### src/rtl/change_sequencer.sv
// change_sequencer: greedy coin-change controller for the coin dispenser.
// Accepts an amount in cents and tracks an on-board coin inventory. It issues
// one-hot single-coin requests (largest denomination first) over a req/ack
// handshake, then reports completion and any unpaid residue.
module change_sequencer #(
    parameter int AMT_W = 9,
    parameter int CNT_W = 4
) (
    input  logic               clk,
    input  logic               reset,
    input  logic               req_valid,
    input  logic [AMT_W-1:0]   req_amount,
    output logic               req_ready,
    input  logic               inv_load,
    input  logic [5*CNT_W-1:0] inv_data,
    output logic [5*CNT_W-1:0] inv_count,
    output logic [4:0]         coin_req,
    input  logic               coin_ack,
    output logic               busy,
    output logic               done,
    output logic               short,
    output logic [AMT_W-1:0]   remaining
);

    typedef enum logic [1:0] {
        ST_IDLE     = 2'd0,
        ST_SELECT   = 2'd1,
        ST_DISPENSE = 2'd2,
        ST_FINISH   = 2'd3
    } state_t;

    state_t           state_r;
    state_t           next_state_s;
    logic [CNT_W-1:0] inv_r [5];
    logic [AMT_W-1:0] remaining_r;
    logic             short_r;
    logic [4:0]       coin_req_r;
    logic [4:0]       avail_s;
    logic [4:0]       sel_s;

    // Face value of denomination index 0..4 = P,N,D,Q,B.
    function automatic logic [AMT_W-1:0] den_value(input int idx);
        logic [AMT_W-1:0] val;
        case (idx)
            0:       val = AMT_W'(7'd1);
            1:       val = AMT_W'(7'd5);
            2:       val = AMT_W'(7'd10);
            3:       val = AMT_W'(7'd25);
            4:       val = AMT_W'(7'd100);
            default: val = {AMT_W{1'b0}};
        endcase
        return val;
    endfunction

    // Face value of a one-hot coin vector (zero vector gives zero).
    function automatic logic [AMT_W-1:0] coin_value(input logic [4:0] onehot);
        logic [AMT_W-1:0] val;
        val = {AMT_W{1'b0}};
        for (int i = 0; i < 5; i++) begin
            if (onehot[i]) begin
                val = val | den_value(i);
            end else begin
                val = val;
            end
        end
        return val;
    endfunction

    // A denomination is usable if it is stocked and does not overpay.
    always_comb begin
        avail_s = 5'b00000;
        for (int i = 0; i < 5; i++) begin
            avail_s[i] = (inv_r[i] != {CNT_W{1'b0}}) && (den_value(i) <= remaining_r);
        end
    end

    // Greedy pick: highest usable denomination wins.
    always_comb begin
        sel_s = 5'b00000;
        if (avail_s[4]) begin
            sel_s = 5'b10000;
        end else if (avail_s[3]) begin
            sel_s = 5'b01000;
        end else if (avail_s[2]) begin
            sel_s = 5'b00100;
        end else if (avail_s[1]) begin
            sel_s = 5'b00010;
        end else if (avail_s[0]) begin
            sel_s = 5'b00001;
        end else begin
            sel_s = 5'b00000;
        end
    end

    // State register.
    always_ff @(posedge clk or posedge reset) begin
        if (reset) begin
            state_r <= ST_IDLE;
        end else begin
            state_r <= next_state_s;
        end
    end

    // Next-state decode.
    always_comb begin
        next_state_s = state_r;
        case (state_r)
            ST_IDLE: begin
                if (req_valid) begin
                    next_state_s = ST_SELECT;
                end else begin
                    next_state_s = ST_IDLE;
                end
            end
            ST_SELECT: begin
                if (sel_s != 5'b00000) begin
                    next_state_s = ST_DISPENSE;
                end else begin
                    next_state_s = ST_FINISH;
                end
            end
            ST_DISPENSE: begin
                if (coin_ack) begin
                    next_state_s = ST_SELECT;
                end else begin
                    next_state_s = ST_DISPENSE;
                end
            end
            ST_FINISH: begin
                next_state_s = ST_IDLE;
            end
            default: begin
                next_state_s = ST_IDLE;
            end
        endcase
    end

    // Amount owed, shortage flag and the registered coin request.
    always_ff @(posedge clk or posedge reset) begin
        if (reset) begin
            remaining_r <= {AMT_W{1'b0}};
            short_r     <= 1'b0;
            coin_req_r  <= 5'b00000;
        end else begin
            case (state_r)
                ST_IDLE: begin
                    if (req_valid) begin
                        remaining_r <= req_amount;
                        short_r     <= 1'b0;
                    end else begin
                        remaining_r <= remaining_r;
                    end
                end
                ST_SELECT: begin
                    if (sel_s != 5'b00000) begin
                        coin_req_r <= sel_s;
                    end else begin
                        // Nothing usable: any residue left is a shortfall.
                        short_r <= (remaining_r != {AMT_W{1'b0}});
                    end
                end
                ST_DISPENSE: begin
                    if (coin_ack) begin
                        remaining_r <= remaining_r - coin_value(coin_req_r);
                        coin_req_r  <= 5'b00000;
                    end else begin
                        coin_req_r  <= coin_req_r;
                    end
                end
                default: begin
                    coin_req_r <= coin_req_r;
                end
            endcase
        end
    end

    // Inventory: bulk load only while idle, one decrement per acknowledged coin.
    always_ff @(posedge clk or posedge reset) begin
        if (reset) begin
            for (int i = 0; i < 5; i++) begin
                inv_r[i] <= {CNT_W{1'b0}};
            end
        end else if ((state_r == ST_IDLE) && inv_load) begin
            for (int i = 0; i < 5; i++) begin
                inv_r[i] <= inv_data[i*CNT_W +: CNT_W];
            end
        end else if ((state_r == ST_DISPENSE) && coin_ack) begin
            for (int i = 0; i < 5; i++) begin
                if (coin_req_r[i]) begin
                    inv_r[i] <= inv_r[i] - CNT_W'(1'b1);
                end else begin
                    inv_r[i] <= inv_r[i];
                end
            end
        end else begin
            for (int i = 0; i < 5; i++) begin
                inv_r[i] <= inv_r[i];
            end
        end
    end

    // Output decode from the state and data registers.
    always_comb begin
        req_ready = (state_r == ST_IDLE);
        busy      = (state_r != ST_IDLE);
        done      = (state_r == ST_FINISH);
        coin_req  = coin_req_r;
        short     = short_r;
        remaining = remaining_r;
        inv_count = {5*CNT_W{1'b0}};
        for (int i = 0; i < 5; i++) begin
            inv_count[i*CNT_W +: CNT_W] = inv_r[i];
        end
    end

endmodule
### config.mk
export PLATFORM = sky130hd
export DESIGN_NAME = change_sequencer
export DESIGN_NICKNAME = d
export VERILOG_FILES = /design/src/rtl/change_sequencer.sv
export SDC_FILE = /design/constraint.sdc
export NUM_CORES = 1
export LEC_CHECK = 0
export ABC_AREA = 0
export CORE_ASPECT_RATIO = 1.4
export CORE_MARGIN = 2
export CORE_UTILIZATION = 47
export CTS_CLUSTER_DIAMETER = 100
export DETAILED_ROUTE_END_ITERATION = 8
export PLACE_DENSITY = 0.92
export SLEW_MARGIN = 20
export SYNTH_ARGS = -nofsm -noshare
export SYNTH_HDL_FRONTEND = slang
export SYNTH_SLANG_ARGS = --single-unit
### constraint.sdc
create_clock -name clk -period 5.36 [get_ports clk]
set_input_delay 0.536 -clock clk [delete_from_list [all_inputs] [get_ports clk]]
set_output_delay 0.536 -clock clk [all_outputs]
set_load 0.02 [all_outputs]
==> summary.md <==
| Metric | Value |
|---|---|
| Hold Buf Count CTS | `0` |
| Synthesized area | `2370 um2` |
| Crit. End Element | `flip-flop` |
| Final hold violation count | `0` |
| HP Start | `short` |
| Dpl cells | `roughly 400` |
| Register bit total from synthesis | `37` |
| Number of core rows | `30` |
| DR iter-0 viols | `160` |
| Die width | `64.0 um` |
| Hold Path Depth | `2` |
| I/O Buffers | `~70` |
| Vias in the first global route | `around 2,300` |
| Syn avg cell area | `roughly 8.7 um2` |
| I/O pins | `slightly above 70` |
| Max clock buf depth | `2` |
| DIE AREA | `~5600 um2` |
| Post-synth net total | `roughly 320` |
| Min-delay worst type | `reg -> reg` |
| Total gr overflow | `0` |
| Total GRT Usage | `between 20% and 30%` |
| First-pass GRT wire length | `roughly 11,000 um` |
| Reg2reg end | `remaining[6]` |
| Worst-Skew Late Latency | `0.29 ns` |
| Status | `finished clean` |
| Non-Filler Instances | `409` |
| Post-cts gate resize count | `0` |
| Final Util | `66.4%` |
| Number of setup violations in the final report | `0` |
| Mapped Cells | `around 270` |
| RSZ-0062 raised after global routing | `false` |
| GP Congestion | `slightly above 0.9` |
| Startpoint Class | `flip-flop` |
| Post-synth ARST share | `100%` |
| First-pass detailed-route iteration total | `4` |
| Clock-pin transition on the worst setup and hold timing paths | `roughly 0.07 ns` |
| Synth-to-layout area growth | `35.8%` |
| PD cells | `approximately 600 nW/um2` |
| Die Y | `88.0 um` |
| Core Area | `a little under 5000 um2` |
| TritonCTS clock tree | `built` |
| Reg2reg start | `coin_req[1]` |
| Setup TNS | `0 ns` |
| Period utilisation layout | `between 40% and 50%` |
| WL/cell | `15.0 um` |
| Filler cells | `around 380` |
| # Max-Cap Violations | `0` |
| Post-route antenna net violation count | `0` |
| Yosys warns | `0` |
| Worst Hold End | `short` |
| Area of the multi-input gates | `between 1000 and 1500 um2` |
| Fin nets | `between 300 and 400` |
| Register area share after synthesis | `between 30% and 40%` |
| Maximum vdd drop | `0.345 mV` |
| CP max FO | `6` |
| Post CTS Setup Buffer Count | `0` |
| Synth Flop Type | `dfrtp_1` |
| Starting Density | `approximately half` |
| Wirelength, routed | `around 6100 um` |
| Number of antenna violations at the first check in global routing | `0` |
| TritonCTS Buffers | `5` |
| Reg2Reg Setup Slack | `between 2 and 3 ns` |
| Commonest non-fill, non-tap cell in the layout | `clkdlybuf4s50_1` |
| FF-to-FF path depth | `9` |
| Post-DP HPWL | `roughly 4700 um` |
| WS Path Type | `reg -> reg` |
| Vias | `between 2,000 and 2,500` |
| Layout cell share with drive strength beyond 1 | `5.51%` |
| Required @ worst endpoint | `roughly 5.5 ns` |
| Total clock sinks | `37` |
| Slew headroom | `between 30% and 40%` |
| Worst EP arrival | `2.73 ns` |
| EDFF count, synth | `0` |
| Register area | `roughly 930 um2` |
| Pleak | `between 1 and 1.5 nW` |
| Fmax | `390 MHz` |
| Yosys cell types | `50` |
| H-tree level count | `2` |
| Clk root buf | `clkbuf_8` |
| Worst clock skew | `0.00563 ns` |
| Largest net degree at the start of global routing | `38` |
| Commonest cells after routing, fill and taps aside | `71 x clkdlybuf4s50_1, 39 x nand2_1, 37 x dfrtp_1` |
| Vias/cell | `between 5 and 6` |
| Worst-Margin Slew | `about 1.0 ns` |
| Drt drc | `0` |
| Slew Limit Fails | `0` |
| Final min period | `roughly 2.6 ns` |
| Number of diodes | `0` |
[kinds of logic (layout without fill, tap and decap cells)]
logic type	Yosys count	in the layout	share of synthesized area (%)
simple gates	107	107	22.5
compound gates	66	66	17.3
flops	37	37	39.1
buf+inv	25	98	4.23
fa+ha+maj	17	17	9.25
xor+xnor	17	17	6.29
mux	3	3	1.32
[synthesized netlist by cell type, types with 2 or more instances]
master	n	area [um2]
or2_2	2	12.5
nand3_1	9	45.0
a211oi_1	3	22.5
or3_1	3	18.8
nor3_1	6	30.0
a31oi_1	3	18.8
and3_1	2	12.5
clkbuf_1	4	15.0
a21oi_1	18	90.1
nor2b_1	5	31.3
ha_1	15	188
o21ai_0	2	10.0
nand2_1	39	146
nor2_1	25	93.8
a21boi_0	2	15.0
and2_1	3	18.8
a22oi_1	2	15.0
mux2i_1	2	20.0
xnor2_1	11	96.3
inv_1	18	67.6
nor4_1	2	12.5
buf_2	2	10.0
nor3b_1	3	22.5
dfrtp_1	37	926
a32oi_1	2	17.5
o21ai_1	19	95.1
nor4_2	3	37.5
a22o_1	3	26.3
xor2_1	6	52.6
[how the worst max path moves through the flow]
stage	from	to	slack [ns]
after CTS	coin_req[1]	remaining[6]	2.81
after floorplan	coin_req[0]	remaining[8]	2.94
final	coin_req[1]	remaining[6]	2.80
after global routing	coin_req[1]	remaining[6]	2.63
after global placement	coin_ack	remaining[7]	2.83
after detailed placement	coin_ack	remaining[6]	2.70
[stage by stage]
stage	hold slack [ns]	cell area [um2]	setup WS, ns	power (mW)
6_report	0.556	3220	2.80	1.96
3_3_place_gp	0.534	3130	2.83	1.73
3_5_place_dp	0.536	3130	2.70	1.77
4_1_cts	0.546	3220	2.81	1.97
5_1_grt	0.600	3220	2.63	2.12
2_1_floorplan	0.614	2370	2.94	1.32
[report_power, final]
| part | total, mW | switching (mW) | leakage, nW | internal, mW |
|---|---|---|---|---|
| clock network | 0.189 | 0.0984 | 0.0450 | 0.0901 |
| registers | 0.577 | 0.173 | 0.451 | 0.403 |
| logic | 1.20 | 0.651 | 0.841 | 0.547 |
[worst max-delay path, stage by stage (launching register included)]
cell and delay [ns]:
dfrtp_1 0.45, or3_1 0.39, ha_1 0.22, fa_1 0.39, nor2b_1 0.16, o21a_1 0.15, o21ai_1 0.09, a21boi_0 0.23
mux2i_1 0.25, nand3_1 0.11
[registers in the layout (all words and copies together) (netlist names)]
name and flops:
state_r 2, inv_count 20, coin_req 5, short 1
remaining 9
[cell type report]
type	count	area share [%]
sequential	37	28.8
clock inverter	2	0.311
timing repair buffer	72	22.3
clock buffer	6	2.26
inverter	18	2.10
multi-input combinational	210	41.7
tap	64	2.49
[per-layer routing]
layer,GRT usage [%],part of all wire (%),wire length (um),vias to the layer above
met2,43.4,54,3290,77
met3,4.37,5.1,313,16
li1,-,-,-,1086
met4,10.5,2.1,129,0
met5,0,0,0,-
met1,26.9,39,2410,1057
Power figures use the tool's default switching activity.
